--- config.mk ---
export PLATFORM = sky130hd
export DESIGN_NAME = distortion_ctrl_flat
export DESIGN_NICKNAME = d
export VERILOG_FILES = /design/src/rtl/fx_ctrl_pkg.sv /design/src/rtl/distortion_ctrl_if.sv /design/src/rtl/gain_ramp_step.sv /design/src/rtl/distortion_ctrl.sv /design/src/flat_wrapper.sv
export SDC_FILE = /design/constraint.sdc
export NUM_CORES = 1
export LEC_CHECK = 0
export ABC_CLOCK_PERIOD_IN_PS = 14700
export CAP_MARGIN = 20
export CORE_MARGIN = 4
export CORE_UTILIZATION = 59
export CTS_CLUSTER_SIZE = 8
export DETAILED_ROUTE_END_ITERATION = 6
export PLACE_DENSITY = 0.84
export SLEW_MARGIN = 40
export SYNTH_ARGS = -nofsm -noshare
export SYNTH_HDL_FRONTEND = slang
export SYNTH_SLANG_ARGS = --single-unit
--- constraint.sdc ---
create_clock -name clk -period 14.7 [get_ports clk]
set_input_delay 2.94 -clock clk [delete_from_list [all_inputs] [get_ports clk]]
set_output_delay 2.94 -clock clk [all_outputs]
set_load 0.01 [all_outputs]
--- src/rtl/fx_ctrl_pkg.sv ---
// Shared types, widths and clamp helpers for effect controllers.
package fx_ctrl_pkg;

    localparam int GAIN_W = 16;
    localparam int THR_W  = 32;

    typedef enum logic [1:0] {
        IDLE,
        RAMP,
        FADE_OUT,
        FADE_IN
    } fx_ctrl_state_t;

    function automatic int clamp_s32(input int val, input int lo, input int hi);
        if (val < lo) return lo;
        if (val > hi) return hi;
        return val;
    endfunction

    function automatic logic signed [GAIN_W-1:0] clamp_gain(
        input logic signed [GAIN_W-1:0] val,
        input int                       lo,
        input int                       hi
    );
        return GAIN_W'(clamp_s32(int'(val), lo, hi));
    endfunction

    function automatic logic signed [THR_W-1:0] clamp_thr(
        input logic signed [THR_W-1:0] val,
        input int                      lo,
        input int                      hi
    );
        return THR_W'(clamp_s32(int'(val), lo, hi));
    endfunction

endpackage

--- src/rtl/distortion_ctrl_if.sv ---
// Configuration handshake between the user-control front end and the controller.
interface distortion_ctrl_if;

    logic                                    cfg_valid;
    logic                                    cfg_ready;
    logic signed [fx_ctrl_pkg::GAIN_W-1:0]   cfg_gain;
    logic signed [fx_ctrl_pkg::THR_W-1:0]    cfg_threshold;
    logic                                    cfg_bypass;

    modport master (
        output cfg_valid, cfg_gain, cfg_threshold, cfg_bypass,
        input  cfg_ready
    );

    modport slave (
        input  cfg_valid, cfg_gain, cfg_threshold, cfg_bypass,
        output cfg_ready
    );

endinterface

--- src/rtl/gain_ramp_step.sv ---
// One ramp step: jump to target when within STEP, otherwise move STEP toward it.
module gain_ramp_step
    import fx_ctrl_pkg::*;
#(
    parameter int STEP = 1
) (
    input  logic signed [GAIN_W-1:0] cur,
    input  logic signed [GAIN_W-1:0] tgt,
    output logic signed [GAIN_W-1:0] gain_next
);

    localparam logic signed [GAIN_W:0] STEP_W = (GAIN_W+1)'(STEP);

    logic signed [GAIN_W:0] cur_x;
    logic signed [GAIN_W:0] tgt_x;
    logic signed [GAIN_W:0] diff;
    logic signed [GAIN_W:0] moved;

    always_comb begin
        cur_x = {cur[GAIN_W-1], cur};
        tgt_x = {tgt[GAIN_W-1], tgt};
        diff  = tgt_x - cur_x;
        moved = (diff > 0) ? (cur_x + STEP_W) : (cur_x - STEP_W);
        if ((diff <= STEP_W) && (diff >= -STEP_W)) begin
            gain_next = tgt;
        end else begin
            gain_next = moved[GAIN_W-1:0];
        end
    end

endmodule

--- src/rtl/distortion_ctrl.sv ---
// Frame-synchronous sequencer for the distortion datapath: gain ramps,
// bypass fades and threshold updates applied only on sample_tick.
module distortion_ctrl
    import fx_ctrl_pkg::*;
#(
    parameter int GAIN_MAX   = 128,
    parameter int GAIN_RESET = 1,
    parameter int THR_MIN    = 20,
    parameter int THR_MAX    = 32767,
    parameter int THR_RESET  = 50,
    parameter int RAMP_STEP  = 1
) (
    input  logic                     clk,
    input  logic                     rst_n,
    input  logic                     sample_tick,
    distortion_ctrl_if.slave         cfg,
    output logic signed [GAIN_W-1:0] gain,
    output logic signed [THR_W-1:0]  threshold,
    output logic                     disabled,
    output logic                     busy
);

    localparam logic signed [GAIN_W-1:0] GAIN_UNITY = GAIN_W'(GAIN_RESET);
    localparam logic signed [THR_W-1:0]  THR_INIT   = THR_W'(THR_RESET);

    fx_ctrl_state_t           state, state_n;
    logic signed [GAIN_W-1:0] tgt_gain, tgt_gain_n;
    logic signed [THR_W-1:0]  tgt_thr, tgt_thr_n;
    logic                     thr_pending, thr_pending_n;
    logic signed [GAIN_W-1:0] gain_n;
    logic signed [THR_W-1:0]  threshold_n;
    logic                     disabled_n;

    logic                     accept;
    logic signed [GAIN_W-1:0] acc_gain;
    logic signed [THR_W-1:0]  acc_thr;
    logic signed [GAIN_W-1:0] step_tgt;
    logic signed [GAIN_W-1:0] stepped;

    assign cfg.cfg_ready = (state == IDLE);
    assign busy          = (state != IDLE);
    assign accept        = cfg.cfg_valid && (state == IDLE);
    assign acc_gain      = clamp_gain(cfg.cfg_gain, 0, GAIN_MAX);
    assign acc_thr       = clamp_thr(cfg.cfg_threshold, THR_MIN, THR_MAX);
    assign step_tgt      = (state == FADE_OUT) ? GAIN_UNITY : tgt_gain;

    gain_ramp_step #(
        .STEP (RAMP_STEP)
    ) u_step (
        .cur       (gain),
        .tgt       (step_tgt),
        .gain_next (stepped)
    );

    always_ff @(posedge clk) begin
        if (!rst_n) begin
            state       <= IDLE;
            gain        <= GAIN_UNITY;
            threshold   <= THR_INIT;
            disabled    <= 1'b1;
            tgt_gain    <= GAIN_UNITY;
            tgt_thr     <= THR_INIT;
            thr_pending <= 1'b0;
        end else begin
            state       <= state_n;
            gain        <= gain_n;
            threshold   <= threshold_n;
            disabled    <= disabled_n;
            tgt_gain    <= tgt_gain_n;
            tgt_thr     <= tgt_thr_n;
            thr_pending <= thr_pending_n;
        end
    end

    // A tick coinciding with accept is processed first with the old state;
    // accept only happens in IDLE, where a tick never changes state.
    always_comb begin
        state_n       = state;
        gain_n        = gain;
        threshold_n   = threshold;
        disabled_n    = disabled;
        tgt_gain_n    = tgt_gain;
        tgt_thr_n     = tgt_thr;
        thr_pending_n = thr_pending;

        if (sample_tick) begin
            if (thr_pending) begin
                threshold_n   = tgt_thr;
                thr_pending_n = 1'b0;
            end
            unique case (state)
                IDLE: ;
                RAMP: begin
                    gain_n = stepped;
                    if (stepped == tgt_gain) state_n = IDLE;
                end
                FADE_OUT: begin
                    if (gain == GAIN_UNITY) begin
                        disabled_n = 1'b1;
                        state_n    = IDLE;
                    end else begin
                        gain_n = stepped;
                    end
                end
                FADE_IN: begin
                    disabled_n = 1'b0;
                    state_n    = (tgt_gain == GAIN_UNITY) ? IDLE : RAMP;
                end
                default: state_n = IDLE;
            endcase
        end

        if (accept) begin
            tgt_gain_n    = acc_gain;
            tgt_thr_n     = acc_thr;
            thr_pending_n = 1'b1;
            if (cfg.cfg_bypass && !disabled) begin
                state_n = FADE_OUT;
            end else if (!cfg.cfg_bypass && disabled) begin
                state_n = FADE_IN;
            end else if (!cfg.cfg_bypass && (gain != acc_gain)) begin
                state_n = RAMP;
            end
        end
    end

endmodule

--- src/flat_wrapper.sv ---
// flat-port wrapper written by rule: the top's interface ports become plain ports
module distortion_ctrl_flat import fx_ctrl_pkg::*;
#(
    parameter int GAIN_MAX   = 128,
    parameter int GAIN_RESET = 1,
    parameter int THR_MIN    = 20,
    parameter int THR_MAX    = 32767,
    parameter int THR_RESET  = 50,
    parameter int RAMP_STEP  = 1
)
  (clk, rst_n, sample_tick, gain, threshold, disabled, busy, cfg_cfg_valid, cfg_cfg_gain, cfg_cfg_threshold, cfg_cfg_bypass, cfg_cfg_ready);
  distortion_ctrl_if cfg_i ();
  input  logic clk;
  input  logic rst_n;
  input  logic sample_tick;
  output logic signed [GAIN_W-1:0] gain;
  output logic signed [THR_W-1:0] threshold;
  output logic disabled;
  output logic busy;
  input wire logic [$bits(cfg_i.cfg_valid)-1:0] cfg_cfg_valid;
  input wire logic [$bits(cfg_i.cfg_gain)-1:0] cfg_cfg_gain;
  input wire logic [$bits(cfg_i.cfg_threshold)-1:0] cfg_cfg_threshold;
  input wire logic [$bits(cfg_i.cfg_bypass)-1:0] cfg_cfg_bypass;
  output wire logic [$bits(cfg_i.cfg_ready)-1:0] cfg_cfg_ready;
  assign cfg_i.cfg_valid = cfg_cfg_valid;
  assign cfg_i.cfg_gain = cfg_cfg_gain;
  assign cfg_i.cfg_threshold = cfg_cfg_threshold;
  assign cfg_i.cfg_bypass = cfg_cfg_bypass;
  assign cfg_cfg_ready = cfg_i.cfg_ready;
  distortion_ctrl #(.GAIN_MAX(GAIN_MAX), .GAIN_RESET(GAIN_RESET), .THR_MIN(THR_MIN), .THR_MAX(THR_MAX), .THR_RESET(THR_RESET), .RAMP_STEP(RAMP_STEP)) u_core (.clk(clk), .rst_n(rst_n), .sample_tick(sample_tick), .cfg(cfg_i), .gain(gain), .threshold(threshold), .disabled(disabled), .busy(busy));
endmodule
======== Word-level counts from Yosys, hierarchy flattened ========
Cells that the tools add are included.
storage, ports and cells
  register bits ........................... 100
  input port bits ......................... 53
  output and inout port bits .............. 51
  logic and storage cells ................. 72
cells by class
  add/sub/neg operators ................... 3
  magnitude comparators ................... 7
  equal/unequal tests ..................... 9
  muxes and demuxes ....................... 31
  reductions and logical operators ........ 15
operators by type and width
  kind                   count
  $mux 16                6
  $mux 32                2
  $eq 16x2->1 const B    2
  $gt 32x16->1 const B   1
  $lt 32x6->1 const B    1
  $pmux 16 s2            1
  $ge 17x1->1 const B    1
  $gt 17x1->1 const B    1
  $le 17x2->1 const B    1
  $sub 16x16->17         1
  $add 16x2->16 const B  1
  $eq 16x16->1           1
  $gt 16x9->1 const B    1
  $lt 16x1->1 const B    1
  $ne 16x16->1           1
  $sub 16x2->16 const B  1
  $mux 15                1
  $mux 2                 7
  $mux 1                 10
  $mux 8                 1
  $reduce_bool 2->1      4
  $pmux 2 s3             1
  $reduce_and 3->1       2
  $logic_and 1x1->1      5
  8 further kinds        11

======== Logic depth before layout (Yosys ltp) ========
Gate-level depths: netlist of the first run.
  depth in word-level cells ............... 14
  gate-level depth with buffers ........... 24
  depth with buffers taken out ............ 23

======== By module ========
From an unflattened synthesis of the first run, not the netlist that was laid out.
unflattened totals
  cell total of the unflattened synthesis .. 769
  area total of the unflattened synthesis .. 6261.0 µm²
modules (own cells, without submodules)
  module           instances  cells each  area each (µm²)  seq. area each (µm²)
  distortion_ctrl  1          490         4164.0           1981.9
  gain_ramp_step   1          279         2097.0           0.0

======== Least setup slack after synthesis of the first run ========
OpenSTA, ideal clock, no wires.
  path kind ............................... input port to flip-flop
  from .................................... input cfg_cfg_gain[15]
  to ...................................... register u_core.state[0]
  setup time .............................. 0.129 ns
  data arrival time ....................... 4.648 ns
  required time ........................... 14.571 ns
  path slack .............................. 9.923 ns
  cell stages on the path ................. 11
  buffers on the path ..................... 0
  path through ............................ nor4_1 -> nand2_1 -> a21oi_1 -> nand2_1 -> xnor2_1 -> nor3_1 -> nor3_1 -> a21oi_1 -> o211ai_1 -> nor4_1 -> a31oi_1
between the ends
  cells in the longest elaborated chain, start to end .. 11
  elaborated cells on any way between the ends .. 14
  those cells by class .................... 2 x order compare; 1 x eq/ne; 10 x mux; 1 x reduce/logical
RTL lines
  what                    RTL line                source
  start: declaration      flat_wrapper.sv:21      input wire logic [$bits(cfg_i.cfg_gain)-1:0] cfg_cfg_gain;
  $gt 16x9->1             fx_ctrl_pkg.sv:16       if (val > hi) return hi;
  $mux 1 (2 in a row)     fx_ctrl_pkg.sv:16
  $mux 16                 fx_ctrl_pkg.sv:17       return val;
  $mux 16 (*)             fx_ctrl_pkg.sv:16
  $ne 16x16->1 (*)        distortion_ctrl.sv:121  end else if (!cfg.cfg_bypass && (gain != acc_gain)) begin
  $logic_and 1x1->1 (*)   distortion_ctrl.sv:121
  $mux 2 (*)              distortion_ctrl.sv:121
  $mux 2 (*)              distortion_ctrl.sv:119  end else if (!cfg.cfg_bypass && disabled) begin
  $mux 2 (*)              distortion_ctrl.sv:117  if (cfg.cfg_bypass && !disabled) begin
  $mux 2 (*)              distortion_ctrl.sv:113  if (accept) begin
  end signal: assignment  distortion_ctrl.sv:65   state <= state_n;
  end: declaration        distortion_ctrl.sv:26   fx_ctrl_state_t state, state_n;
Every way passes the cells marked *; elsewhere a longest branch is shown, timed or not. The select of a mux whose other input is x is not followed.
A chain may end at the register's enable or synchronous reset.

======== Worst setup path after layout of the first run ========
  from .................................... register u_core.state[0]
  to ...................................... register u_core.state[0]
between the ends
  cells in the longest elaborated chain, start to end .. 14
  elaborated cells on any way between the ends .. 22
  those cells by class .................... 1 x add/sub; 3 x order compare; 4 x eq/ne; 11 x mux; 3 x reduce/logical
RTL lines
  what                                                 RTL line                                      source
  $eq 2x2->1                                           distortion_ctrl.sv:45, distortion_ctrl.sv:91
  $mux 16                                              distortion_ctrl.sv:45                         assign step_tgt = (state == FADE_OUT) ? GAIN_UNITY : tgt_gain;
  $sub 16x16->17                                       gain_ramp_step.sv:22                          diff = tgt_x - cur_x;
  $gt 17x1->1 (tied with other cells)                  gain_ramp_step.sv:23                          moved = (diff > 0) ? (cur_x + STEP_W) : (cur_x - STEP_W);
  $mux 16 / $logic_and 1x1->1 (equally long branches)  gain_ramp_step.sv:23, gain_ramp_step.sv:24
  $mux 16                                              gain_ramp_step.sv:24                          if ((diff <= STEP_W) && (diff >= -STEP_W)) begin
  $eq 16x16->1                                         distortion_ctrl.sv:95                         if (stepped == tgt_gain) state_n = IDLE;
  $mux 2                                               distortion_ctrl.sv:95
  $pmux 2 s3                                           distortion_ctrl.sv:91                         unique case (state)
  $mux 2                                               distortion_ctrl.sv:86                         if (sample_tick) begin
  $mux 2                                               distortion_ctrl.sv:121
  $mux 2                                               distortion_ctrl.sv:119
  $mux 2                                               distortion_ctrl.sv:117
  $mux 2 (*)                                           distortion_ctrl.sv:113
Every way passes the cells marked *; elsewhere a longest branch is shown, timed or not.

==> flow_results.org, run 1 <==
** Timing
- The hold violation count in the final report was 0.
- Post-route worst setup slack :: around 8900 ps
- Subtracting the final worst setup slack from the clock period gives between 5000 and 6000 ps.
- Adding up every negative setup slack in the final design gives 0 ps.
- The clock arrives with slightly below 20 ps of skew.
- Setup violations remaining at the end of the flow were counted as 0.
- The max-slew violation total from the final report came to 0.
- At the pin with the least slew margin, the transition time is 757 ps.
- Setup repair after global routing left no endpoint under its margin.
- In the finished design, the share of the clock period the worst path needs comes to 0.395.
- Timing would allow up to between 150 and 200 MHz.
- In this run the tightest slew margin relative to its limit is 0.496.

** Finish
- Share of final-layout standard cells stronger than drive strength 1 :: 0.0736
- Count of fill cells added during filler insertion :: about 840
- In the final design database the tool counted approximately 940 nets.
- Final antenna diode count :: 0
- Summing all multi-input logic gate instances after layout gives 3970 sq um.
- Summing all flip-flop and latch instances after layout gives just under 2000 sq um.
- Area added between synthesis and finish :: 18.7%

** Drt
- Number of violations reported at the end of detailed-routing iteration 0 :: 664
- DRC violations left :: 0
- Routed wire per std cell :: 18.7 microns
- Number of iterations in the first detailed-routing pass :: 5
- Post-detailed-route count of antenna-violating nets :: 0
- Routed wire length :: between 15000 and 20000 microns
- Detailed-route via count :: around 6300
- Via count normalized by instance count :: around 6.3

** Floorplan
- In this run the core area contains 37 standard-cell rows.
- Die ar. :: roughly 12000 sq um
- The initial utilization of the core area, before any placement, comes to 0.608.
- In this run the count of I/O pins placed on the die edge is 104.
- Measured along the x axis, the die boundary spans 111 microns.
- Core Region :: ~10000 sq um
- From bottom edge to top edge, the die measures 111 microns.

** Pwr
- The share of total power dissipated in the clock network is 0.094.
- Of the total power, the share spent switching nets is 0.507.
- Logic gate share of total power :: 0.709
- Worst vdd rail ir drop :: 188 uV
- Psw :: slightly below 900 uW
- Sequential share of power :: 0.197
- Power density cells :: around 230 nW/um^2
- Cell Int Power :: between 800 and 900 uW
- After layout, the design draws a total of approximately 1.8 mW.
- The analysis attributes to cell leakage a power of around 2.8 nW.

** Clocking
- Cts bufs inserted :: 9
- CTS sink cnt :: 99
- CTS Hold Buffers Added :: 0
- Once the clock tree was built, the setup fixing pass inserted 0 buffers.
- Largest buffer count on any clock path :: 2
- Clock transition at the register clock pins on the worst setup and hold paths after CTS :: about 90 ps
- Deepest level of the CTS H-tree :: 3
- CTS tree :: yes
- At the later pin of the worst-skew pair, clock insertion delay measures 400 ps.
- Gates resized during post-CTS repair numbered 0.
- Clock tree root buffer cell :: sky130_fd_sc_hd__clkbuf_8

** Synthesis
- Proportion of synthesized flip-flops having asynchronous set or reset :: 0
- Most used flip-flop cell after synthesis :: sky130_fd_sc_hd__dfxtp_1
- Synth Warn # :: 0
- Synthesized Nets :: just under 900
- Summed over all instances, the cell type with the most area after synthesis is sky130_fd_sc_hd__dfxtp_1.
- The synthesized design contains 0 enable-type register cells.
- Post-Synthesis Cell Area :: ~6300 sq um
- Cell types occupying the most area after synthesis :: sky130_fd_sc_hd__dfxtp_1, sky130_fd_sc_hd__nand2_1, sky130_fd_sc_hd__a21boi_0
- A synthesized cell averages between 7 and 8 sq um.
- The share of synthesized area in the top cell type comes to 0.314.
- Gate count of the mapped netlist :: 804
- In this run, synthesis produced a sequential element count of about 100.
- Of the synthesized area, sequential elements account for 0.314.
- After synthesis, the netlist uses between 70 and 80 different library cells.

** Placed design
- Once detailed placement completed, the half-perimeter wirelength came to roughly 14000 microns.
- Final Wtd Congestion :: 0.987
- Buffers placed on the I/O ports in this run total approximately 100.
- Timing analysis after detailed placement gives a worst setup slack of between 9000 and 10000 ps.

** Setup path
- The most critical setup path has its endpoint at u_core.state[0].
- STA classifies the critical path startpoint as a flop.
- Startpoint of the worst setup timing path :: u_core.state[0]
- The worst setup path is captured at a flop.
- Critical Setup Path Class :: flop to flop
- For the worst setup path, the data required time is roughly 15000 ps.
- Worst R2R End :: u_core.state[0]
- Reg-to-reg slack, setup :: ~8900 ps
- Maximum fanout encountered on the critical timing path :: 34
- Depth of the worst register-to-register path :: 19
- Startpoint of the worst-slack reg-to-reg timing path :: u_core.state[0]
- CP arrival :: 6080 ps

** Min path
- Along the worst hold path, the cell count comes to 2.
- Worst hold-check path type :: flop to flop

** Global route
- The via count of the first global-routing pass came to ~6300.
- The first global-routing pass estimated a little over 30000 microns of wire.
- Maximum number of pins on one net before global-route repair :: 100
- GRT Residual Overflow :: 0
- The number of antenna violations at the first check in global routing came to 0.
- In the global route stage, overall resource usage came out at 0.296.

** Outcome
- Result of the run :: completed

** Job
- Across the run, the number of max-cap violations was 0.
layer usage:
layer	vias up	global-route usage	part of all wire
met4	0	0.122	0.032
met2	312	0.485	0.47
li1	2974	-	-
met3	61	0.0745	0.082
met1	2972	0.374	0.42
met5	-	0	0
cell usage in the layout, fill, tap and decap left out, drive strengths merged, types with 4 or more instances in the layout:
cell	Yosys	layout
nand2	131	131
clkdlybuf4s50	0	102
dfxtp	99	99
a21boi	47	47
nor2	45	45
a21oi	39	39
and3	35	35
nand3	32	32
o21ai	32	32
xnor2	29	29
inv	26	27
and2	21	21
nor4	21	21
ha	17	17
a31oi	15	15
nor3	13	13
o221a	13	13
clkbuf	53	11
xor2	10	10
mux2i	10	10
a21o	8	8
o22a	8	8
nor2b	7	7
o211ai	7	7
buf	7	7
nand2b	6	6
nand4	6	6
a211oi	6	6
or4	5	5
nor4b	4	4
cell families after synthesis:
family | synth area share
AND/OR/NAND/NOR | 0.272
XOR/XNOR | 0.0541
multiplexers | 0.0278
adder cells (fa/ha/maj) | 0.0403
buffers and inverters | 0.0579
flip-flops | 0.314
AO/OA/AOI/OAI | 0.234
registers in the layout, summed over array words and instances (netlist names):
signal	cells
u_core.tgt_thr	32
u_core.threshold	32
u_core.gain	16
u_core.tgt_gain	15
u_core.state	2
u_core.disabled	1
u_core.thr_pending	1
through the flow:
stage               instance area (sq um)   util  hold slack [ps]  std cells
global route                         7490  0.722              490       1005
finish                               7490  0.722              465       1005
detailed placement                   7290  0.703              457        988
global placement                     7280  0.702              447        988
CTS                                  7470  0.720              471       1004
floorplan                            6310      -              436        804
area by class of cell:
cell class                      count  area share
Clock buffer                       11      0.0189
Sequential cell                    99       0.265
Tap cell                          136      0.0227
Clock inverter                      5     0.00501
Multi-Input combinational cell    618       0.531
Timing Repair Buffer              109       0.145
Inverter                           27      0.0135
Yosys cell counts, types with 17 or more instances:
library cell,number
sky130_fd_sc_hd__and3_1,34
sky130_fd_sc_hd__clkbuf_1,53
sky130_fd_sc_hd__and2_1,21
sky130_fd_sc_hd__nand3_1,32
sky130_fd_sc_hd__ha_1,17
sky130_fd_sc_hd__a21oi_1,37
sky130_fd_sc_hd__o21ai_0,26
sky130_fd_sc_hd__inv_1,25
sky130_fd_sc_hd__nand2_1,131
sky130_fd_sc_hd__a21boi_0,47
sky130_fd_sc_hd__nor2_1,44
sky130_fd_sc_hd__nor4_1,20
sky130_fd_sc_hd__dfxtp_1,99
sky130_fd_sc_hd__xnor2_1,29
power by group through the flow:
stage | combinational, mW | sequential (mW) | clock, mW
finish | 1.24 | 0.345 | 0.166
detailed placement | 1.20 | 0.348 | 0
global placement | 1.17 | 0.346 | 0
floorplan | 0.983 | 0.328 | 0
global route | 1.35 | 0.349 | 0.179
CTS | 1.21 | 0.342 | 0.168
worst min-delay path by stage:
stage	startpoint	end	slack [ps]
finish	u_core.tgt_thr[3]	u_core.tgt_thr[3]	460
global route	u_core.threshold[13]	u_core.threshold[13]	490
CTS	u_core.tgt_thr[3]	u_core.tgt_thr[3]	470
detailed placement	u_core.tgt_thr[24]	u_core.threshold[24]	460
global placement	u_core.tgt_thr[17]	u_core.threshold[17]	450
floorplan	u_core.tgt_thr[15]	u_core.threshold[15]	440
worst max-delay path, stage by stage (launching register included):
cell and delay [ps]:
sky130_fd_sc_hd__dfxtp_1 470, sky130_fd_sc_hd__nand2b_1 640, sky130_fd_sc_hd__and2_1 250, sky130_fd_sc_hd__ha_1 280, sky130_fd_sc_hd__a21o_1 180, sky130_fd_sc_hd__a31oi_1 410, sky130_fd_sc_hd__or4b_1 220, sky130_fd_sc_hd__o211ai_2 150
sky130_fd_sc_hd__or4_1 530, sky130_fd_sc_hd__o2111a_1 150, sky130_fd_sc_hd__and3_1 180, sky130_fd_sc_hd__and3_1 190, sky130_fd_sc_hd__ha_1 290, sky130_fd_sc_hd__nand2b_1 120, sky130_fd_sc_hd__nand2_1 460, sky130_fd_sc_hd__buf_4 430
sky130_fd_sc_hd__nand3_1 180, sky130_fd_sc_hd__nor4_1 230, sky130_fd_sc_hd__a41o_1 230, sky130_fd_sc_hd__a31oi_1 80
No activity file was read; power rests on OpenSTA's default activity.
==> run 2, diff against run 1 <==
- ABC_CLOCK_PERIOD_IN_PS: 14700 -> 5550
- CORE_UTILIZATION: 59 -> 54
- PLACE_DENSITY: 0.84 -> 0.78
- clock period: 14.7 -> 5.55 ns (I/O delays scaled with it)
==> run 2 against run 1 <==
- flip-flop and latch count did not move
- sequential power increased to 2.6 times the previous value
- utilization decreased by 4.9 points
- fmax increased by 11%
- total power increased to 2.8 times the previous value
- cell count rose by 1.1%
- worst hold slack got worse by 4.4 ps
- sequential share of layout area down 0.69 points
- count of clock-buffer cells in the layout decreased by 1
- critical endpoint unchanged
==> flow_results.org, run 2 (synthesized netlist as in run 1, its figures left out) <==
** Outcome
- Result of the run :: completed

** Floorplan
- Initial standard-cell utilization of the core :: 0.552
- IO Pins :: 104
- Die ar. :: 13500 sq um
- In this run the standard cell core region covers 11400 sq um.
- Die Span Y :: around 120 microns
- Row count :: 39
- From left edge to right edge, the die measures roughly 120 microns.

** Timing
- Post-route worst setup slack :: 343 ps
- At the pin with the least slew margin, the transition time is ~810 ps.
- Based on the critical path, the design can be clocked at up to about 190 MHz.
- Between clock sinks in the finished design, the worst skew comes to 13.1 ps.
- Worst slew margin relative to its limit :: 0.452
- Slew Viols, Final :: 0
- Fin. Hold Viols :: 0
- The smallest clock period supported by the final layout is computed as roughly 5200 ps.
- Hold is met by roughly 460 ps.
- Number of setup violations in the final report :: 0
- Setup repair after global routing left no endpoint under its margin.
- After routing, the total negative slack on setup checks comes to 0 ps.
- Dividing the final minimum period by the clock period gives 0.938.

** Placed design
- OpenSTA, run right after detailed placement, puts the worst setup slack at roughly 240 ps.
- Final Wtd Congestion :: about 0.94
- During placement, the flow inserted port buffers numbering around 100.
- The HPWL after detailed placement is 14000 microns.
- Number of placed instances, taps included :: 1000

** Clocking
- TritonCTS built the clock tree.
- Clock latency on the worst-skew pair, taken at its later pin, is 350 ps.
- The longest clock path from root to sink contains 2 buffers.
- Deepest level of the CTS H-tree :: 3
- In this run, CTS created clock tree buffers numbering 9.
- After clock tree synthesis, the clock-pin slew on the worst setup and hold paths is roughly 80 ps.
- CTS Hold Buffers Added :: 0
- Clock tree root buffer cell :: sky130_fd_sc_hd__clkbuf_16
- Once the clock tree was built, the setup fixing pass inserted 0 buffers.
- The tree built by TritonCTS fans out to 99 sinks.

** Finish
- The largest registers in the layout are u_core.tgt_thr: 32 flops, u_core.threshold: 32 flops, u_core.gain: 16 flops.
- Share of final-layout standard cells stronger than drive strength 1 :: 0.0813
- Most used cells in the layout excluding fill and tap cells :: sky130_fd_sc_hd__nand2_1, sky130_fd_sc_hd__clkdlybuf4s50_1, sky130_fd_sc_hd__dfxtp_1
- Most common cell after layout, fill and taps aside :: sky130_fd_sc_hd__nand2_1
- The final layout contains ~940 nets.
- Relative to the synthesized area, the layout overhead comes to 21.9%.
- Final antenna diode count :: 0
- After the flow finishes, the layout carries non-filler instances totaling about 1000.
- The layout has a little under 1000 filler cells.

** Setup path
- Cell-by-cell listing of the critical path :: nand2b_2, and2_1, fa_1, a21oi_1, o21ai_2, a211o_1, a31oi_2, xnor2_1, or3_1, or4_1, o31a_1, buf_4, mux2i_4, xnor2_1, and2_1, nor4_1, a41o_1, a31oi_1
- CP peak stage delay :: ~440 ps
- Kind of launch point of the worst setup path :: flop
- STA puts the critical path data required time at 5790 ps.
- At the worst endpoint, the arrival time is 5440 ps.
- The critical path is of the flop to flop type.
- Reg-to-reg slack, setup :: between 300 and 400 ps
- For the worst flop-to-flop path, the logic depth is 18.
- Worst path slowest cell :: sky130_fd_sc_hd__fa_1
- Critical path capture point type :: flop
- Along the worst path, the maximum fanout reaches 25.
- Startpoint of the worst setup timing path :: u_core.state[0]
- Worst R2R End :: u_core.state[0]
- Top delay family on crit path :: simple AND/OR/NAND/NOR gates
- Startpoint of the worst-slack reg-to-reg timing path :: u_core.state[0]
- The number of buffers and inverters on the critical path is 1.

** Drt
- Post-detailed-route count of antenna-violating nets :: 0
- Via count normalized by instance count :: approximately 6.1
- In the final routed layout, each cell accounts on average for 19.0 microns.
- Detailed-route via count :: 6215
- The first detailed-routing pass took 6 iterations.
- DRC violations left :: 0
- Number of violations reported at the end of detailed-routing iteration 0 :: 606
- Routed wire length :: 19300 microns

** Min path
- Worst Hold Path Cells :: 2
- The worst hold path terminates at u_core.threshold[18].
- The startpoint identified for the worst hold timing path is u_core.tgt_thr[18].
- Worst hold-check path type :: flop to flop

** Global route
- Summed over all layers, the global routing overflow is 0.
- Initial antenna violation count :: 0
- The first global-routing pass estimated about 31000 microns of wire.
- Entering global routing, the biggest net connects 100 pins.
- The via count of the first global-routing pass is ~6200.
- GRT Util Overall :: 0.291

** Pwr
- For this design the ratio of total power to cell area is approximately 650 nW/um^2.
- The worst-case IR drop observed on VDD is 753 uV.
- The analysis attributes to cell leakage a power of about 2.8 nW.

** Job
- Max-cap violations in this run came to 0.
## run 2: final cells by class
cell class,count,area [sq um],share of cell area
Multi-Input combinational cell,618,3990,0.519
Sequential cell,99,1980,0.258
Timing Repair Buffer,113,1120,0.145
Clock buffer,10,239,0.0311
Tap cell,143,179,0.0233
Inverter,27,101,0.0132
Clock inverter,6,81.3,0.0106
## run 2: what timing repair did
item                       4_1_cts  5_1_grt
hold endpoints to repair         0        0
gates resized for setup          0        2
setup endpoints to repair        0        1
## run 2: where the power goes
group | internal [mW] | switching [mW] | total [mW]
Clock | 0.371 | 0.296 | 0.666
Combinational | 1.45 | 1.98 | 3.43
Sequential | 0.779 | 0.108 | 0.887
Total | 2.60 | 2.39 | 4.98
## run 2: layer usage
metal	routed length (microns)	up-vias	track usage
li1	-	2997	-
met1	8220	2926	0.367
met2	9220	249	0.486
met3	1320	43	0.0726
met4	534	0	0.0951
met5	0	-	0
## run 2: how the worst max path moves through the flow
| stage | endpoint | slack (ps) | cells after the start |
|---|---|---|---|
| after detailed placement | u_core.state[0] | 240 | 18 |
| after global placement | u_core.state[0] | 390 | 18 |
| after CTS | u_core.state[0] | 210 | 18 |
| final | u_core.state[0] | 340 | 18 |
| after floorplan | u_core.state[0] | 800 | 21 |
| after global routing | u_core.state[0] | 10 | 18 |
## run 2: stage by stage
stage | utilization | power (mW) | instance area (sq um)
floorplan | - | 3.47 | 6310
global placement | 0.643 | 4.18 | 7340
detailed placement | 0.644 | 4.22 | 7360
CTS | 0.672 | 4.91 | 7680
global route | 0.673 | 5.31 | 7690
finish | 0.673 | 4.98 | 7690
## run 2: worst min-delay path, cell delays in order (launching register included)
cell and delay (ps):
sky130_fd_sc_hd__dfxtp_1 310, sky130_fd_sc_hd__nand2_1 50, sky130_fd_sc_hd__a21boi_0 60
==> run 3, diff against run 2 <==
- ABC_CLOCK_PERIOD_IN_PS: 5550 -> 6600
- CORE_UTILIZATION: 54 -> 59
- PLACE_DENSITY: 0.78 -> 0.84
- clock period: 5.55 -> 6.6 ns (I/O delays scaled with it)
==> run 3 against run 2 <==
- critical path depth is the same
- fmax shrank 11%
- first-iteration DRC count increased by 3.8%
- via count rose by 1.4%
- clock skew increased by 2.4 ps
- worst setup slack better by 420 ps
- cell count is 0.79% lower
- die area shrank 7.9%
- global-route usage up 0.94 points
==> flow_results.org, run 3 (synthesized netlist as in run 1, its figures left out) <==
** Global route
- GRT Util Overall :: 0.300
- The total overflow left after global routing is 0.
- Via count of the first global-routing pass :: between 6000 and 7000
- Wire length of the first global-routing pass :: ~31000 microns
- Entering global routing, the biggest net connects 100 pins.
- Grt met3 use :: 0.0516
- Global routing's busiest layer :: met2
- Met1 routing resource usage after global routing :: 0.390
- Met2 demand-to-capacity share in global routing :: 0.506
- The number of antenna violations at the first check in global routing was 0.

** Drt
- Routed wire length :: ~19000 microns
- The first detailed-routing pass ran for 5 iterations.
- DRC violations left :: 0
- After the first detailed-routing iteration, the DRC count stood at roughly 630.
- Detailed-route via count :: 6299
- The count of nets left with antenna violations once routing finished came out at 0.
- Dividing the detail-routed wire length by the instance count gives around 19 microns.
- Via count normalized by instance count :: about 6.2

** Timing
- Setup repair after global routing missed its margin :: false
- Highest clock frequency the design can meet :: roughly 170 MHz
- Across the routed clock network, the largest skew measured is around 15 ps.
- Transition time of the tightest slew-check pin :: 832 ps
- The max-slew violation total from the final report was 0.
- In the finished design, the share of the clock period the worst path needs comes to 0.884.
- Number of setup violations in the final report :: 0
- Total negative setup slack :: 0 ps
- The worst path in the final design needs a cycle of 5840 ps, including I/O delays and setup.
- Fin. Hold Viols :: 0
- The worst pin sits at a relative slew slack of 0.445.

** Placed design
- After detailed placement, the total cell area comes to 7320 sq um.
- In this run the tool buffered the top-level ports with between 100 and 150 buffer cells.
- Final Wtd Congestion :: approximately 1.0
- The HPWL after detailed placement is about 14000 microns.

** Setup path
- The worst setup path is launched from a flop.
- Worst path slowest cell :: sky130_fd_sc_hd__nand2b_1
- Cell-by-cell listing of the critical path :: nand2b_1, and2_1, ha_1, a21o_1, a31oi_1, or4b_1, o211ai_2, or4_1, o2111a_1, or4b_1, o31a_1, buf_4, mux2_4, xnor2_1, o21ai_1, nor4_2, a41o_1, a31oi_1
- Maximum fanout encountered on the critical timing path :: 19
- At the worst endpoint, the required time is ~6900 ps.
- Critical path capture point type :: flop
- CP peak stage delay :: 680 ps
- Data arrives at the worst endpoint at 6110 ps.
- The setup path with the least slack is of type flop to flop.

** Pwr
- The design draws approximately 4.0 mW.
- In this run the power spent charging and discharging nets is between 1.5 and 2 mW.
- Power density cells :: ~530 nW/um^2
- Logic gate share of total power :: 0.705
- In this run the static leakage power is around 2.8 nW.
- Of the total power, the share spent switching nets is 0.493.
- Sequential share of power :: 0.190
- Internal power comes to roughly 2 mW.
- IR analysis of the VDD net gives a maximum drop of between 400 and 500 uV.
- The share of total power dissipated in the clock network is 0.105.

** Outcome
- The flow ran to the end, and the final reports show no timing, DRC or antenna violations.

** Floorplan
- In this run the count of I/O pins placed on the die edge is 104.
- In this run the vertical extent of the chip is 111 microns.
- Row generation in the floorplan step produced 37 rows.
- Core Region :: approximately 10000 sq um
- The initial utilization of the core area, before any placement, comes to 0.608.
- Die outline width :: between 100 and 150 microns
- Die ar. :: ~12000 sq um

** Finish
- Area added between synthesis and finish :: 19.4%
- Post-route cell area :: between 7000 and 8000 sq um
- Most used cells in the layout excluding fill and tap cells :: sky130_fd_sc_hd__nand2_1, sky130_fd_sc_hd__clkdlybuf4s50_1, sky130_fd_sc_hd__dfxtp_1
- Final core utilization :: 0.726
- After the last flow step, the layout net total stands at between 900 and 1000.
- 0 antenna diodes ended up in the layout.
- Share of final-layout standard cells stronger than drive strength 1 :: 0.0768
- After filler insertion, the fill cell instance count of the layout stands at about 810.
- The largest registers in the layout are u_core.tgt_thr: 32 flops, u_core.threshold: 32 flops, u_core.gain: 16 flops.
- Most common cell after layout, fill and taps aside :: sky130_fd_sc_hd__nand2_1

** Clocking
- Clock tree root buffer cell :: sky130_fd_sc_hd__clkbuf_8
- Buffers added to address setup during post-CTS repair amount to 0.
- The clock tree synthesis step divided the H-tree into 3 levels.
- Cts bufs inserted :: 9
- At the later pin of the worst-skew pair, clock insertion delay measures 380 ps.
- The tree built by TritonCTS fans out to 99 sinks.
- After clock tree synthesis, the clock-pin slew on the worst setup and hold paths is ~110 ps.
- Post-CTS resize count :: 0
- CTS tree :: yes
- The number of hold buffers added after CTS was 0.
- The clock passes through at most 2 buffers.

** Job
- Max-cap violation count :: 0

** Min path
- In this run the worst hold path is classified as flop to flop.
run 3: routing by layer:
layer  routed length (microns)  vias to the layer above
met4                       488                        0
met5                         0                        -
met2                      8990                      320
met3                      1520                       47
li1                          -                     2991
met1                      8260                     2941
run 3: power groups by stage:
stage	clock network, mW	logic [mW]	registers (mW)
floorplan	0	2.19	0.730
global placement	0	2.72	0.763
detailed placement	0	2.75	0.768
CTS	0.427	2.76	0.755
global route	0.449	3.07	0.769
finish	0.423	2.83	0.762
run 3: path summary, 6_finish.rpt:
path / from / endpoint / slack, ps / cells past startpoint
setup / recovery: u_core.state[0] / u_core.state[0] / 760 / 18
hold / removal: u_core.tgt_thr[8] / u_core.threshold[8] / 470 / 2
setup reg to reg: u_core.state[0] / u_core.state[0] / 760 / 18
hold reg to reg: u_core.tgt_thr[8] / u_core.threshold[8] / 470 / 2
run 3: worst max-delay path: cells and delay by family (launching register included):
kind / cells / cell delay, ps
AO/OA/AOI/OAI: 8 / 1760
adder cells (fa/ha/maj): 1 / 280
XOR/XNOR: 1 / 170
buffers and inverters: 1 / 290
multiplexers: 1 / 320
flip-flops: 1 / 480
AND/OR/NAND/NOR: 6 / 2390
run 3: area by class of cell:
class | count | area (sq um) | share of cell area
Sequential cell | 99 | 1980 | 0.263
Clock buffer | 11 | 141 | 0.0188
Inverter | 27 | 101 | 0.0135
Timing Repair Buffer | 112 | 1090 | 0.145
Tap cell | 136 | 170 | 0.0226
Multi-Input combinational cell | 618 | 3970 | 0.528
Clock inverter | 5 | 70.1 | 0.00930
run 3: metrics by stage:
| stage | hold slack [ps] | instances | setup slack (ps) |
|---|---|---|---|
| 5_1_grt | 489 | 1008 | 486 |
| 2_1_floorplan | 436 | 804 | 1850 |
| 3_5_place_dp | 454 | 992 | 887 |
| 3_3_place_gp | 447 | 992 | 1000 |
| 6_report | 466 | 1008 | 764 |
| 4_1_cts | 470 | 1008 | 851 |
==> edit 1 (flow settings as in run 1) <==
Encoding of `fx_ctrl_state_t`: now one-hot (4 bits for 4 states).
--- a/src/rtl/fx_ctrl_pkg.sv
+++ b/src/rtl/fx_ctrl_pkg.sv
@@ -4,11 +4,11 @@
     localparam int GAIN_W = 16;
     localparam int THR_W  = 32;
 
-    typedef enum logic [1:0] {
-        IDLE,
-        RAMP,
-        FADE_OUT,
-        FADE_IN
+    typedef enum logic [3:0] {
+        IDLE     = 4'b0001,
+        RAMP     = 4'b0010,
+        FADE_OUT = 4'b0100,
+        FADE_IN  = 4'b1000
     } fx_ctrl_state_t;
 
     function automatic int clamp_s32(input int val, input int lo, input int hi);
Check against the original RTL: same outputs for any inputs over 4 cycles, from zero or initial values and one cycle with rst_n low; so few cycles prove little.
==> edit 1 against run 1 <==
  * The flow now finishes with violations (design-rule violations)
  * Wire length is 22% higher
  * Count of clock-buffer cells in the layout is the same
  * Sequential share of layout area shrank 1.4 points
  * Non-clock buffer count grew 1
  * Setup slack got worse by 1.0 ns
  * Sequential cell count up 2
  * Final area is 7.8% higher
  * Global-route usage rose by 4.4 points
  * Area after synthesis rose by 7.1%
Power is not compared: it rests on default switching activity, and its combinational part moved more than twofold at a synthesized area within 25%.
==> edit 1: results (changes against run 1) <==
| Metric | Value |
|---|---|
| 1st-iter DRT viols | 1030 (+55%) |
| Root Buffer | clkbuf_16 |
| FF-to-FF path depth | 16 (-3) |
| Status | finished, violations left |
| Postcts setup bufs | 0 (unchanged) |
| Final Cycle Share | 46.4% (+6.9 points) |
| Sequential area share after synthesis | 29.9% (-1.5 points) |
| Mapped Nets | 969 (+11%) |
| Wire length of the first global-routing pass | 36.3 mm (+19%) |
| Via count | 7495 (+19%) |
| Metal2 WL | 10.4 mm (+19%) |
| Routing usage on met1 | 45.2% (+7.7 points) |
| Largest net degree at the start of global routing | 102 (+2.0%) |
| Vias in the first global route | 7054 (+13%) |
| Worst r2r src | u_core.state[0] |
| Post-DP Area | 7770 µm² (+6.6%) |
| Syn_area_per_cell | 7.52 µm² (-4.2%) |
| Synth area leaders | dfxtp_1 (30%), nand2_1 (8.2%), a21boi_0 (5.4%), o21ai_0 (4.1%), and3_1 (3.1%) |
| Fin nets | 1031 (+10%) |
| Fillers | 823 (-2.1%) |
| Placer Congestion | 0.980 (-0.75%) |
| Endpoint, Worst Hold | u_core.threshold[6] |
| Met2 usage | 54.6% (+6.1 points) |
| Area of the multi-input gates | 4380 µm² (+10%) |
| CP Capture Point | u_core.state[0] |
| Distinct cells, synth | 86 (+8.9%) |
| Port-buffer cells | 103 (unchanged) |
| Placed cell count | 1090 (+10%) |
| Met3 global-route usage | 6.79% (-0.66 points) |
| Slew margin rel. | 41.9% (-7.7 points) |
| Clock latency on the worst-skew pair | 0.35 ns (-0.05 ns) |
| Clock Skew | 0.00597 ns (-0.0133 ns) |
| Crit-path max cell delay | 1.05 ns (+0.41 ns) |
| Critical path's slowest cell | or4b_2 |
| HP Start | u_core.tgt_thr[6] |
| Crit path max fanout | 26 (-24%) |
| Worst EP arrival | 7.12 ns (+1.04 ns) |
| First drt pass iteration count | 7 (+2) |
| Worst Hold Slack | 0.463 ns (-0.00171 ns) |
| Commonest cells in the netlist | nand2_1 (148), dfxtp_1 (101), nor2_1 (55), o21ai_0 (55), a21boi_0 (49) |
| Detailed-route DRC error count | 1 (+1) |
| M1 WL | 9.27 mm (+18%) |
| DP HPWL | 16.3 mm (+19%) |
| Failing checks | design-rule violations |
| Setup CP Type | flop to flop |
| Routed vias/inst | 6.78 (+7.8%) |
| Clock-pin slew on the worst setup and hold paths | 0.07 ns (-0.02 ns) |
| WL met3 | 2.24 mm (+45%) |
| Pre-CTS setup slack | 8.03 ns (-1.05 ns) |
| All-Layer GR Usage | 34.1% (+4.4 points) |
| WL/cell | 20.6 µm (+11%) |
| Hold path cells | 2 (unchanged) |
| Biggest regs | u_core.tgt_thr (32), u_core.threshold (32), u_core.gain (16) |
## edit 1: cell types whose count changed in the layout (fill, tap and decap cells not counted), moves of 9 or more
cell / change
nand2_1: +17
xnor2_1: -10
clkbuf_16: +9
nor2_1: +11
clkbuf_8: -10
o21ai_0: +30
## edit 1: cells by family after synthesis
| family | Yosys count | synth area share [%] |
|---|---|---|
| AO/OA/AOI/OAI | 267 | 28.3 |
| buffers and inverters | 92 | 5.61 |
| flip-flops | 101 | 29.9 |
| AND/OR/NAND/NOR | 391 | 28.7 |
| adder cells (fa/ha/maj) | 18 | 3.41 |
| multiplexers | 7 | 1.07 |
| XOR/XNOR | 23 | 2.98 |
## edit 1: final cells by class
cell class                      count  area share (%)
Tap cell                          140            2.17
Clock inverter                      5           0.744
Timing Repair Buffer              110            13.4
Inverter                           33            1.53
Sequential cell                   101            25.0
Multi-Input combinational cell    706            54.2
Clock buffer                       11            2.88
==> edit 2 (flow settings as in run 1) <==
Made on the original files. Set the package constant `GAIN_W` to 32 (it was 16).
--- a/src/rtl/fx_ctrl_pkg.sv
+++ b/src/rtl/fx_ctrl_pkg.sv
@@ -1,7 +1,7 @@
 // Shared types, widths and clamp helpers for effect controllers.
 package fx_ctrl_pkg;
 
-    localparam int GAIN_W = 16;
+    localparam int GAIN_W = 32;
     localparam int THR_W  = 32;
 
     typedef enum logic [1:0] {
Interface: changed (resized cfg_cfg_gain and gain); port bits go from 104 to 136. No check against the original RTL was run, so the function may have changed too.
==> edit 2 against run 1 <==
  * Wire length rose by 120%
  * Critical path type unchanged
  * Setup slack worse by 1.8 ns
  * Critical endpoint unchanged
  * Count of clock-buffer cells in the layout increased by 7
  * Sequential cell count rose by 32
  * Worst hold slack worse by 0.019 ns
  * Final area up 67%
  * Area after synthesis grew 67%
Power is left out: the tool's default activity adds up to more than one toggle a clock period on the data nets, which glitch-free logic cannot reach.
==> edit 2: results (changes against run 1) <==
| Metric | Value |
|---|---|
| DP HPWL | 30.9 mm (+130%) |
| Postcts setup bufs | 0 (unchanged) |
| Critical path's slowest cell | and2b_1 |
| Wire length of the first global-routing pass | 64.5 mm (+110%) |
| Crit path max fanout | 31 (-8.8%) |
| Root Buffer | clkbuf_16 |
| First drt pass iteration count | 7 (+2) |
| Port-buffer cells | 135 (+31%) |
| Clock-pin slew on the worst setup and hold paths | 0.06 ns (-0.03 ns) |
| All-Layer GR Usage | 40.4% (+11 points) |
| Commonest cells in the netlist | nand2_1 (188), dfxtp_1 (131), a21oi_1 (130) |
| Crit-path max cell delay | 0.73 ns (+0.09 ns) |
| Largest net degree at the start of global routing | 66 (-34%) |
| Sequential area share after synthesis | 24.9% (-6.6 points) |
| Layout cells sized above 1 | 6.58% (-0.78 points) |
| Status | complete, no violations |
| Hold crit path type | flop to flop |
| Clock latency on the worst-skew pair | 0.43 ns (+0.03 ns) |
| FF-to-FF path depth | 19 (unchanged) |
| Max Root-Sink Buffers | 2 (unchanged) |
| Fin nets | 1638 (+75%) |
| HP Start | u_core.tgt_thr[30] |
| Initial antenna violation count | 1 (+1) |
| 1st-iter DRT viols | 1867 (+180%) |
| Crit path from | u_core.state[1] |
| Routed vias/inst | 7.05 (+12%) |
| TritonCTS buffer count | 17 (+8) |
| Worst EP arrival | 7.87 ns (+1.79 ns) |
| CTS resizes | 0 (unchanged) |
| Biggest regs | u_core.gain (32), u_core.tgt_thr (32), u_core.threshold (32) |
| # diodes | 0 (unchanged) |
| Synth Warn # | 0 (unchanged) |
| Worst Max-Slew Pin Slew | 0.851 ns (+0.0944 ns) |
| Vias in the first global route | 11500 (+84%) |
| Crit path max-delay family | compound AO/OA/AOI/OAI gates |
| CTS HTree Levels | 4 (+1) |
| Distinct cells, synth | 93 (+18%) |
| Synth area leaders | dfxtp_1 (25%), nand2_1 (6.7%), a21oi_1 (6.2%), ha_1 (3.8%), nor2_1 (3.6%) |
| Placer Congestion | 1.09 (+11%) |
| Detailed Route WL | 41.7 mm (+120%) |
| Hold path cells | 2 (unchanged) |
| Post-synth ARST share | 0% (unchanged) |
| Clock Skew | 0.0110 ns (-0.00826 ns) |
-- edit 2: cell count changes after synthesis, moves of 31 or more --
cell	change
a21boi_0	-44
a21oi_1	+93
dfxtp_1	+32
nand2_1	+57
nand3_1	+31
nor2_1	+56
nor3_1	+53
o21ai_0	+44
-- edit 2: worst min-delay path: stages (launching register included) --
cell and delay [ns]:
dfxtp_1 0.30, nand2_1 0.05, a21oi_1 0.05
-- edit 2: worst paths after layout --
kind                           to  slack (ns)
max               u_core.state[0]        7.14
min          u_core.threshold[30]        0.45
max reg2reg       u_core.state[0]        7.14
min reg2reg  u_core.threshold[30]        0.45
-- edit 2: kinds of logic after synthesis --
group	Yosys count	synth area share [%]
simple gates	637	30.2
compound gates	409	26.3
buf+inv	156	5.88
flops	131	24.9
xor+xnor	52	4.32
mux	44	4.39
fa+ha+maj	34	4.08
-- edit 2: layer usage --
layer / vias up / routed length (µm) / track usage (%)
li1: 5549 / - / -
met2: 988 / 17700 / 60.5
met4: 2 / 2390 / 19.0
met1: 5747 / 16400 / 53.9
met5: - / 12 / 0
met3: 222 / 5220 / 11.1
-- edit 2: layout make-up --
type	count	area (µm²)
Multi-Input combinational cell	1176	7340
Fill cell	1406	4890
Sequential cell	131	2620
Timing Repair Buffer	149	1460
Clock buffer	18	429
Tap cell	225	282
Inverter	61	229
Clock inverter	14	168
-- edit 2: through the flow --
step	instances	hold WS (ns)	instance area [µm²]	setup WS (ns)	utilization, %
after floorplan	1463	0.427	10600	8.39	-
after global placement	1742	0.437	11900	7.47	68.4
after detailed placement	1742	0.440	11900	7.34	68.4
after CTS	1774	0.450	12500	7.30	71.9
after global routing	1774	0.469	12500	6.80	71.9
final	1774	0.446	12500	7.14	71.9
